`src/rtl/cluster_clock_gate_ctrl.sv`:
```
// Idle-detect / drain-handshake controller driving the cluster clock-gate enable.
// Optional gated-cycle statistics counter: define CLK_GATE_STATS_EN.
module cluster_clock_gate_ctrl #(
    parameter int unsigned IDLE_CNT_W = 8,
    parameter int unsigned WAKE_DLY   = 2,
    parameter int unsigned STAT_W     = 32
) (
    input  logic                  clk_i,
    input  logic                  rst_ni,
    input  logic                  enable_i,
    input  logic [IDLE_CNT_W-1:0] idle_thr_i,
    input  logic                  busy_i,
    input  logic                  wake_i,
    input  logic                  drain_ack_i,
    output logic                  drain_req_o,
    output logic                  clk_en_o,
    output logic                  gated_o
`ifdef CLK_GATE_STATS_EN
    ,
    input  logic                  stat_clr_i,
    output logic [STAT_W-1:0]     gated_cycles_o
`endif
);

    localparam int unsigned WAKE_W = (WAKE_DLY > 1) ? $clog2(WAKE_DLY) : 1;

    typedef enum logic [2:0] {
        ST_ACTIVE = 3'd0,
        ST_COUNT  = 3'd1,
        ST_DRAIN  = 3'd2,
        ST_GATED  = 3'd3,
        ST_WAKE   = 3'd4
    } state_e;

    state_e                state_q, state_d;
    logic [IDLE_CNT_W-1:0] idle_cnt_q, idle_cnt_d;
    logic [WAKE_W-1:0]     wake_cnt_q, wake_cnt_d;
    logic                  clk_en_q, clk_en_d;
    logic                  drain_req_q, drain_req_d;
    logic                  gated_q, gated_d;
    logic                  abort;

    always_comb begin
        abort      = busy_i | wake_i | ~enable_i;
        state_d    = state_q;
        idle_cnt_d = idle_cnt_q;
        wake_cnt_d = wake_cnt_q;
        case (state_q)
            ST_ACTIVE: begin
                if (!abort) begin
                    state_d    = ST_COUNT;
                    idle_cnt_d = '0;
                end
            end
            ST_COUNT: begin
                if (abort) begin
                    state_d = ST_ACTIVE;
                end else if (idle_cnt_q == idle_thr_i) begin
                    state_d = ST_DRAIN;
                end else if (idle_cnt_q != '1) begin
                    idle_cnt_d = idle_cnt_q + 1'b1;
                end
            end
            ST_DRAIN: begin
                // a late ack racing an abort is deliberately dropped
                if (abort) begin
                    state_d = ST_ACTIVE;
                end else if (drain_ack_i) begin
                    state_d = ST_GATED;
                end
            end
            ST_GATED: begin
                if (abort) begin
                    state_d    = ST_WAKE;
                    wake_cnt_d = '0;
                end
            end
            ST_WAKE: begin
                if (wake_cnt_q == WAKE_W'(WAKE_DLY - 1)) begin
                    state_d = ST_ACTIVE;
                end else begin
                    wake_cnt_d = wake_cnt_q + 1'b1;
                end
            end
            default: state_d = ST_ACTIVE;
        endcase
        // outputs decoded from the next state so they are registered
        clk_en_d    = (state_d != ST_GATED);
        drain_req_d = (state_d == ST_DRAIN) || (state_d == ST_GATED) ||
                      (state_d == ST_WAKE);
        gated_d     = (state_d == ST_GATED) || (state_d == ST_WAKE);
    end

    always_ff @(posedge clk_i or negedge rst_ni) begin
        if (!rst_ni) begin
            state_q     <= ST_ACTIVE;
            idle_cnt_q  <= '0;
            wake_cnt_q  <= '0;
            clk_en_q    <= 1'b1;
            drain_req_q <= 1'b0;
            gated_q     <= 1'b0;
        end else begin
            state_q     <= state_d;
            idle_cnt_q  <= idle_cnt_d;
            wake_cnt_q  <= wake_cnt_d;
            clk_en_q    <= clk_en_d;
            drain_req_q <= drain_req_d;
            gated_q     <= gated_d;
        end
    end

    assign clk_en_o    = clk_en_q;
    assign drain_req_o = drain_req_q;
    assign gated_o     = gated_q;

`ifdef CLK_GATE_STATS_EN
    logic [STAT_W-1:0] stat_q, stat_d;

    always_comb begin
        stat_d = stat_q;
        if (stat_clr_i) begin
            stat_d = '0;
        end else if (state_q == ST_GATED && stat_q != '1) begin
            stat_d = stat_q + 1'b1;
        end
    end

    always_ff @(posedge clk_i or negedge rst_ni) begin
        if (!rst_ni) begin
            stat_q <= '0;
        end else begin
            stat_q <= stat_d;
        end
    end

    assign gated_cycles_o = stat_q;
`endif

endmodule

```
`config.mk`:
```
export PLATFORM = sky130hd
export DESIGN_NAME = cluster_clock_gate_ctrl
export DESIGN_NICKNAME = d
export VERILOG_FILES = /design/src/rtl/cluster_clock_gate_ctrl.sv
export SDC_FILE = /design/constraint.sdc
export NUM_CORES = 1
export LEC_CHECK = 0
export ABC_AREA = 1
export BUFFER_PORTS_ARGS = -buffer_cell sky130_fd_sc_hd__buf_2
export CAP_MARGIN = 10
export CORE_MARGIN = 8
export CORE_UTILIZATION = 50
export CTS_BUF_LIST = sky130_fd_sc_hd__clkbuf_4
export DETAILED_ROUTE_END_ITERATION = 16
export PLACE_DENSITY = 0.8
export SYNTH_ARGS = -nofsm -noshare
export SYNTH_HDL_FRONTEND = slang
export SYNTH_SLANG_ARGS = --single-unit
```
`constraint.sdc`:
```
create_clock -name clk_i -period 2 [get_ports clk_i]
set_input_delay 0.5 -clock clk_i [delete_from_list [all_inputs] [get_ports clk_i]]
set_output_delay 0.5 -clock clk_i [all_outputs]
set_load 0.01 [all_outputs]
```
==> results.txt, run 1 <==
Status = finished clean
Clock Sinks = 15
ANT cells = 0
Worst Setup Slack, final = 0.3192 ns
Reg2Reg Launch Point = idle_cnt_q[0]
DRT Pass-1 Iters = 4
Clock-pin slew on the worst setup and hold paths = 0.09 ns
Global route overflow = 0
TNS Setup = 0 ns
First-pass GRT wire length = 3.594 mm
Pre-CTS setup slack = 0.3438 ns
Clock Skew = 0.003859 ns
P&R area growth vs syn = 14.77%
CP Class = reg -> reg
Wirelength per Cell = 11.15 um
Final Hold Viols = 0
Initial DRC Count = 27
Post-CTS Resized = 0
Clock Tree Root = clkbuf_4
Vias in the first global route = 868
Largest net degree at the start of global routing = 16
Tmin final = 1.681 ns
GPL Wtd Cong = 0.8227
Seq/Total Area, Yosys = 39.35%
Worst setup startpoint = idle_cnt_q[0]
Leakage Power = 0.6148 nW
Worst setup SP type = flip-flop
Vias = 885
Residual DRC count = 0
Core area = 1882 sq um
Cell area power density = 492.9 nW/um^2
Final setup fails = 0
TritonCTS Buffers = 3
Share of cells above drive strength 1 = 16.15%
CP endpoint kind = flip-flop
Final ANT Viol Nets = 0
Max_slew headroom = 77.51%
Clock latency on the worst-skew pair = 0.28 ns
CP max FO = 9
Clock Path Buffers = 2
Top-area cell type share of the netlist area = 36.60%
DR vias/cell = 4.707
Arrival @ worst endpoint = 1.86 ns
Yosys reg bits = 15
Max_cap viols = 0
Chip height = 59.76 um
Final Cycle Share = 84.04%
Post-Syn Nets = 156
Mean Syn Cell Area = 6.788 sq um
Layout net count = 177
Die area = 3571 sq um
Worst slew pin tran = 0.3373 ns
Post-DP HPWL = 1.648 mm
Num ports = 17
Dominant cells by area after synthesis = dfrtp_1 37%, nand2_1 21%, inv_1 9.0%
Initial antenna violation count = 0
Hold Buf Count CTS = 0
Peak VDD IR = 339.3 uV
Hold WC Path Type = in -> async
Htree depth = 1
RSZ-0062 raised after global routing = false
Slew Viols, Final = 0
Fill count = 193
Detailed Route WL = 2.097 mm
Yosys cell types = 19
# port buffers = 16
Leading area contributor after synthesis = dfrtp_1
GRT Total Usage = 13.00%
Die width = 59.76 um
Crit path required time = 2.18 ns
Placement row count = 16
Fmax = 595.0 MHz
Synth Cell Area = 957.2 sq um
Gate Count Post-Synth = 141
Buffer count from post-CTS setup fixing = 0
Initial Util = 50.86%
Yosys Warn Count = 0
TritonCTS clock tree = yes
-- synthesized netlist by cell type --
cell type   n
nand2_1    54
nor2_1     17
nand3b_1    1
xnor2_1     3
o21ai_0     1
nor3_4      1
nand4_1     2
a21oi_4     1
a21oi_2     1
nand2_2     1
nand3_1    13
xor2_1      3
nor3_1      2
dfrtp_1    14
nand3_2     1
dfstp_2     1
inv_1      23
ha_1        1
a21oi_1     1
-- worst max-delay path, cell delays in order (launching register included) --
cell	delay, ns
dfrtp_1	0.44
ha_1	0.25
nand2_1	0.07
inv_1	0.06
nand4_1	0.10
nand2_1	0.09
a21oi_4	0.26
nand2_2	0.16
nand2_1	0.09
nand2_1	0.05
-- logic make-up (layout without fill, tap and decap cells) --
| logic type | after synthesis | after routing | share of synthesized area [%] |
|---|---|---|---|
| AO/OA/AOI/OAI | 4 | 4 | 3.660 |
| XOR/XNOR | 6 | 6 | 5.491 |
| adder cells (fa/ha/maj) | 1 | 1 | 1.307 |
| buffers and inverters | 23 | 43 | 9.019 |
| flip-flops | 15 | 15 | 39.35 |
| AND/OR/NAND/NOR | 92 | 92 | 41.18 |
-- power by group --
part           internal, mW  switching [mW]
clock network        0.0742          0.0995
logic                0.0222          0.0354
registers             0.306         0.00395
total                 0.403           0.139
-- sequential cells by signal, summed over array words and instances (netlist names) --
name         count
idle_cnt_q       8
state_q          3
clk_en_o         1
drain_req_o      1
gated_o          1
wake_cnt_q       1
-- layout make-up --
cell class	instances	area, sq um	share of cell area [%]
clock buffer	3	22.52	2.050
timing repair buffer	16	80.08	7.289
sequential	15	376.6	34.28
tap	27	33.78	3.075
multi-input combinational	103	494.2	44.99
inverter	23	86.33	7.859
clock inverter	1	5.005	0.4556
-- through the flow --
stage               hold WS (ns)  utilization (%)  instances  cell area, sq um  total power [mW]
floorplan                 0.2044                -        141             957.2            0.3471
global placement          0.4200            56.91        184              1071            0.3712
detailed placement        0.4227            56.91        184              1071            0.3740
CTS                       0.1091            58.38        188              1099            0.5463
global route              0.1240            58.38        188              1099            0.5663
finish                    0.1021            58.38        188              1099            0.5414
-- layer usage --
layer	vias up	part of all wire [%]	global-route usage, %
li1	470	-	-
met1	391	48	15.72
met2	20	45	21.23
met3	4	6.0	4.086
met4	0	1.1	4.082
met5	-	0	0
-- final timing paths --
kind	to	slack, ns	depth (start not counted)
setup / recovery	idle_cnt_q[0]	0.32	9
hold / removal	idle_cnt_q[7]	0.10	1
setup reg to reg	idle_cnt_q[0]	0.32	9
hold reg to reg	wake_cnt_q	0.52	2
max in group asynchronous	clk_en_o	1.60	1
min in group clk_i	wake_cnt_q	0.52	2
-- cells in the final DEF (no fill, tap or decap) --
cell type	Yosys	routed
nand2_1	54	54
nand3_1	13	13
ha_1	1	1
nand2_2	1	1
a21oi_4	1	1
inv_1	23	23
dfstp_2	1	1
o21ai_0	1	1
a21oi_1	1	1
a21oi_2	1	1
xor2_1	3	3
buf_2	0	16
nor3_1	2	2
nor2_1	17	17
nand3_2	1	1
nor3_4	1	1
clkinv_2	0	1
nand3b_1	1	1
dfrtp_1	14	14
xnor2_1	3	3
nand4_1	2	2
clkbuf_4	0	3
No activity file was read; power rests on OpenSTA's default activity.
==> inputs of run 2 (changes only) <==
--- a/config.mk
+++ b/config.mk
@@ -12,7 +12,7 @@
 export CORE_UTILIZATION = 50
 export CTS_BUF_LIST = sky130_fd_sc_hd__clkbuf_4
 export DETAILED_ROUTE_END_ITERATION = 16
-export PLACE_DENSITY = 0.8
+export PLACE_DENSITY = 0.82
 export SYNTH_ARGS = -nofsm -noshare
 export SYNTH_HDL_FRONTEND = slang
 export SYNTH_SLANG_ARGS = --single-unit
==> constraint.sdc (replaced) <==
create_clock -name clk_i -period 1.5 [get_ports clk_i]
set_input_delay 0.375 -clock clk_i [delete_from_list [all_inputs] [get_ports clk_i]]
set_output_delay 0.375 -clock clk_i [all_outputs]
set_load 0.01 [all_outputs]
==> run 2 against run 1 <==
Sequential share of layout area is 3.3 points lower. Utilization is 6.3 points higher. Final cell count is 4.3% higher. Sequential cell count stayed put. Largest cell class unchanged. Highest routed layer unchanged. Clock power is 43% higher. Clock skew is 0.00079 ns lower.
==> results.txt, run 2 (synthesis gave the netlist of run 1 again) <==
Num ports = 17
Top flop regs = idle_cnt_q x8, state_q x3
Worst Setup Slack, final = 0.07093 ns
Status = finished clean
Final setup fails = 0
Clock Path Buffers = 2
# port buffers = 16
Die area = 3571 sq um
Cell area power density = 626.0 nW/um^2
Peak VDD IR = 642.9 uV
Largest delay share family, worst path = flip-flops
Vias in the first global route = 867
Non-filler cells, final = 196
GRT Total Usage = 12.82%
Post-DP HPWL = 1.722 mm
Initial antenna violation count = 0
CP max stage cell = dfrtp_1
Clock Skew = 0.003065 ns
Fin Hold WS = 0.4968 ns
Share of cells above drive strength 1 = 24.85%
Placement row count = 16
Crit path required time = 1.73 ns
CP max FO = 8
CP endpoint kind = flip-flop
Final ANT Viol Nets = 0
Fin area = 1217 sq um
Die width = 59.76 um
Final Hold Viols = 0
Pre-CTS setup slack = -0.01185 ns
Clock Tree Root = clkbuf_4
Initial DRC Count = 24
Slew Viols, Final = 0
Commonest non-fill, non-tap cell in the layout = nand2_1
Worst slew pin tran = 0.3289 ns
Most frequent cells in the layout = 50 x nand2_1, 23 x inv_1, 16 x buf_2
Core area = 1882 sq um
TritonCTS clock tree = yes
Dpl cells = 189
Max reg flops = 8
P&R area growth vs syn = 27.19%
First-pass GRT wire length = 3.512 mm
Leakage Power = 0.6558 nW
Power consumption = 0.7621 mW
Htree depth = 1
Post-place instance area = 1109 sq um
CP peak stage delay = 0.40 ns
GPL Wtd Cong = 0.8131
RSZ-0062 raised after global routing = true
Worst Path Buf+Inv = 2
Hold WC Path Type = reg -> reg
Layout net count = 185
Wirelength per Cell = 11.32 um
TritonCTS Buffers = 3
ANT cells = 0
Max_cap viols = 0
Clock latency on the worst-skew pair = 0.29 ns
DR vias/cell = 4.806
Tmin final = 1.429 ns
Fmax = 699.8 MHz
Largest net degree at the start of global routing = 16
Largest Register = idle_cnt_q
Clock Sinks = 15
Vias = 942
DRT Pass-1 Iters = 4
Clock-pin slew on the worst setup and hold paths = 0.08 ns
Global route overflow = 0
Residual DRC count = 0
Initial Util = 50.86%
Most frequent CP cell = nand2_1
Detailed Route WL = 2.219 mm
Max_slew headroom = 78.07%
Chip height = 59.76 um
CP Class = reg -> reg
Worst setup SP type = flip-flop
CP cell instances = ha_2 -> nand2_1 -> inv_1 -> nand4_1 -> nand2_2 -> a21oi_4 -> buf_6 -> nand3_1 -> nand2_1
Final Cycle Share = 95.27%
Arrival @ worst endpoint = 1.66 ns
-- run 2: cell types whose count changed in the layout (fill, tap and decap cells not counted), moves of 2 or more --
cell     delta
buf_4       +6
nand2_1     -4
nand2_2     +3
nand3_1     -2
nor2_1      -2
nor2_4      +2
-- run 2: what timing repair did --
item | 4_1_cts | 5_1_grt
gates cloned | 0 | 0
setup buffers | 0 | 2
gates resized for setup | 3 | 11
hold buffers | 1 | 0
setup endpoints to repair | 9 | 12
pin swaps | 2 | 13
hold endpoints to repair | 14 | 0
-- run 2: power by group --
part / internal, mW / switching [mW]
combinational: 0.0433 / 0.0603
clock: 0.122 / 0.126
sequential: 0.408 / 0.00254
-- run 2: stage by stage --
stage / util [%] / setup TNS [ns]
5_1_grt: 64.69 / -0.2554
6_report: 64.69 / 0
2_1_floorplan: - / 0
4_1_cts: 61.57 / -0.003786
3_5_place_dp: 58.91 / -0.03501
3_3_place_gp: 58.91 / 0
-- run 2: worst register-to-register path, delay by kind of cell (launching register included) --
family | cells | cell delay (ns)
DFF | 1 | 0.40
and+or+nand+nor | 5 | 0.37
buffers and inverters | 2 | 0.21
adders and majority gates | 1 | 0.20
AOI/OAI and AO/OA | 1 | 0.20
-- run 2: final cells by class --
class | count | area [sq um]
clock buffers | 4 | 30.03
fillers | 178 | 664.4
inverters | 23 | 86.33
multi-input cells | 103 | 544.3
flip-flops and latches | 15 | 376.6
well taps | 27 | 33.78
repair buffers | 24 | 146.4
-- run 2: path summary, 6_finish.rpt --
check / from / to / slack [ns] / depth (start not counted)
min in group asynchronous: rst_ni / idle_cnt_q[3] / 0.51 / 2
max reg2reg: idle_cnt_q[1] / idle_cnt_q[1] / 0.07 / 9
min reg2reg: wake_cnt_q / wake_cnt_q / 0.50 / 2
max in group asynchronous: rst_ni / clk_en_o / 0.70 / 2
min: wake_cnt_q / wake_cnt_q / 0.50 / 2
max: idle_cnt_q[1] / idle_cnt_q[1] / 0.07 / 9
-- run 2: routing by layer --
| layer | global-route usage, % | up-vias | routed length [um] |
|---|---|---|---|
| met2 | 21.54 | 25 | 1114 |
| met3 | 3.871 | 3 | 134 |
| met1 | 14.70 | 427 | 942 |
| li1 | - | 487 | - |
| met4 | 5.102 | 0 | 27 |
| met5 | 0 | - | 0 |
==> inputs of run 3 (changes only) <==
--- a/config.mk
+++ b/config.mk
@@ -8,11 +8,12 @@
 export ABC_AREA = 1
 export BUFFER_PORTS_ARGS = -buffer_cell sky130_fd_sc_hd__buf_2
 export CAP_MARGIN = 10
+export CORE_ASPECT_RATIO = 1.4
 export CORE_MARGIN = 8
-export CORE_UTILIZATION = 50
+export CORE_UTILIZATION = 51
 export CTS_BUF_LIST = sky130_fd_sc_hd__clkbuf_4
 export DETAILED_ROUTE_END_ITERATION = 16
-export PLACE_DENSITY = 0.82
+export PLACE_DENSITY = 0.84
 export SYNTH_ARGS = -nofsm -noshare
 export SYNTH_HDL_FRONTEND = slang
 export SYNTH_SLANG_ARGS = --single-unit
==> run 3 against run 2 <==
Critical path depth decreased by 2. Sequential power about the same. Global-route usage about the same. Critical path type unchanged. Final cell count decreased by 4.6%. Clock skew about the same. Critical endpoint is now idle_cnt_q[4]. Utilization increased by 4.0 points. Power decreased by 0.28%. Clock power about the same. Via count increased by 1.6%. Wire length increased by 1.0%. Sequential share of layout area increased by 0.29 points.
==> results.txt, run 3 (synthesis gave the netlist of run 1 again) <==
Largest Register = idle_cnt_q
Max reg flops = 8
Vias in the first global route = 931
Commonest non-fill, non-tap cell in the layout = nand2_1
GRT Total Usage = 12.80%
Dpl cells = 181
Max_slew headroom = 77.85%
Top flop regs = idle_cnt_q x8, state_q x3
CP Class = reg -> reg
Slew Viols, Final = 0
Most frequent cells in the layout = 50 x nand2_1, 21 x inv_1, 16 x buf_2
Final ANT Viol Nets = 0
TritonCTS clock tree = yes
# port buffers = 16
Final Cycle Share = 97.42%
Detailed Route WL = 2.242 mm
P&R area growth vs syn = 26.01%
Clock Skew = 0.002937 ns
Register area = 376.6 sq um
Wirelength per Cell = 11.99 um
Worst slew pin tran = 0.3322 ns
Cell area power density = 630.1 nW/um^2
CP max FO = 8
Fill count = 152
Fin Hold WS = 0.4866 ns
Initial antenna violation count = 0
DR vias/cell = 5.118
ANT cells = 0
RSZ-0062 raised after global routing = true
Crit path required time = 1.72 ns
Die width = 52.62 um
Non-filler cells, final = 187
Chip height = 67.26 um
Final Util = 68.66%
Vias = 957
Share of cells above drive strength 1 = 26.95%
Final setup fails = 0
GPL Wtd Cong = 0.8484
Die area = 3539 sq um
Global route overflow = 0
Initial Util = 54.49%
CP endpoint kind = flip-flop
Tmin final = 1.461 ns
Post-place instance area = 1092 sq um
Placement row count = 18
DRT Pass-1 Iters = 4
Hold WC Path Type = in -> reg
Post-DP HPWL = 1.717 mm
TritonCTS Buffers = 3
Max_cap viols = 0
Core area = 1757 sq um
Initial DRC Count = 19
Fin area = 1206 sq um
Layout net count = 183
Final Hold Viols = 0
Num ports = 17
Clock-pin slew on the worst setup and hold paths = 0.09 ns
First-pass GRT wire length = 3.629 mm
Status = finished clean
Peak VDD IR = 636.0 uV
Clock Path Buffers = 2
Largest net degree at the start of global routing = 16
Htree depth = 1
Clock latency on the worst-skew pair = 0.28 ns
Clock Sinks = 15
Worst setup SP type = flip-flop
Arrival @ worst endpoint = 1.69 ns
Fmax = 684.3 MHz
Residual DRC count = 0
Area of the multi-input gates = 556.8 sq um
Clock Tree Root = clkbuf_4
Leakage Power = 0.6458 nW
## run 3: changes by cell type in the layout (fill, tap and decap cells not counted), sizes merged
cell,before,now
buf,23,21
## run 3: what timing repair did
item / CTS / global route
buffers inserted: 0 / 1
endpoints found under the hold margin: 14 / 0
setup endpoints to repair: 8 / 12
hold buffers: 1 / 0
pin swaps: 2 / 15
resized for setup: 6 / 13
## run 3: path summary, 6_finish.rpt
| path | from | end | slack (ns) | cells past startpoint |
|---|---|---|---|---|
| worst max-delay path | state_q[0] | idle_cnt_q[4] | 0.04 | 7 |
| worst max register to register | state_q[0] | idle_cnt_q[4] | 0.04 | 7 |
| max in group asynchronous | rst_ni | clk_en_o | 0.69 | 2 |
| min in group asynchronous | rst_ni | idle_cnt_q[1] | 0.52 | 2 |
| worst min-delay path | drain_ack_i | clk_en_o | 0.49 | 6 |
| worst min register to register | wake_cnt_q | wake_cnt_q | 0.51 | 2 |
## run 3: area by class of cell
class | instances | share of cell area (%)
Clock buffer | 4 | 2.490
Inverter | 23 | 7.158
Multi-Input combinational cell | 103 | 46.16
Sequential cell | 15 | 31.22
Tap cell | 20 | 2.075
Timing Repair Buffer | 22 | 10.89
## run 3: critical path, cell delays in order, from the launching register on
cell     delay (ns)
dfrtp_1        0.40
inv_1          0.10
nor3_4         0.26
buf_4          0.19
nand3_4        0.15
nand2_4        0.15
nand2_1        0.07
nand2_1        0.07
## run 3: metal layers
layer	vias up	GRT usage, %	share of wire [%]
li1	483	-	-
met1	440	12.05	39
met2	28	25.15	53
met3	6	3.077	5.9
met4	0	4.870	1.6
met5	-	0	0
## run 3: per-stage QoR
| step | setup TNS (ns) | setup slack (ns) | power [mW] |
|---|---|---|---|
| floorplan | 0 | 0.01843 | 0.4628 |
| global placement | 0 | 0.04593 | 0.5011 |
| detailed placement | -0.04025 | -0.02664 | 0.5057 |
| CTS | 0 | 0.01301 | 0.7579 |
| global route | -0.2775 | -0.04455 | 0.7924 |
| finish | 0 | 0.03868 | 0.7600 |
## run 3: where the power goes
group / switching (mW) / leakage (nW) / internal [mW] / total [mW]
Combinational: 0.0597 / 0.427 / 0.0418 / 0.101
Sequential: 0.00315 / 0.200 / 0.408 / 0.411
Clock: 0.126 / 0.0184 / 0.121 / 0.247
Total: 0.189 / 0.646 / 0.571 / 0.760
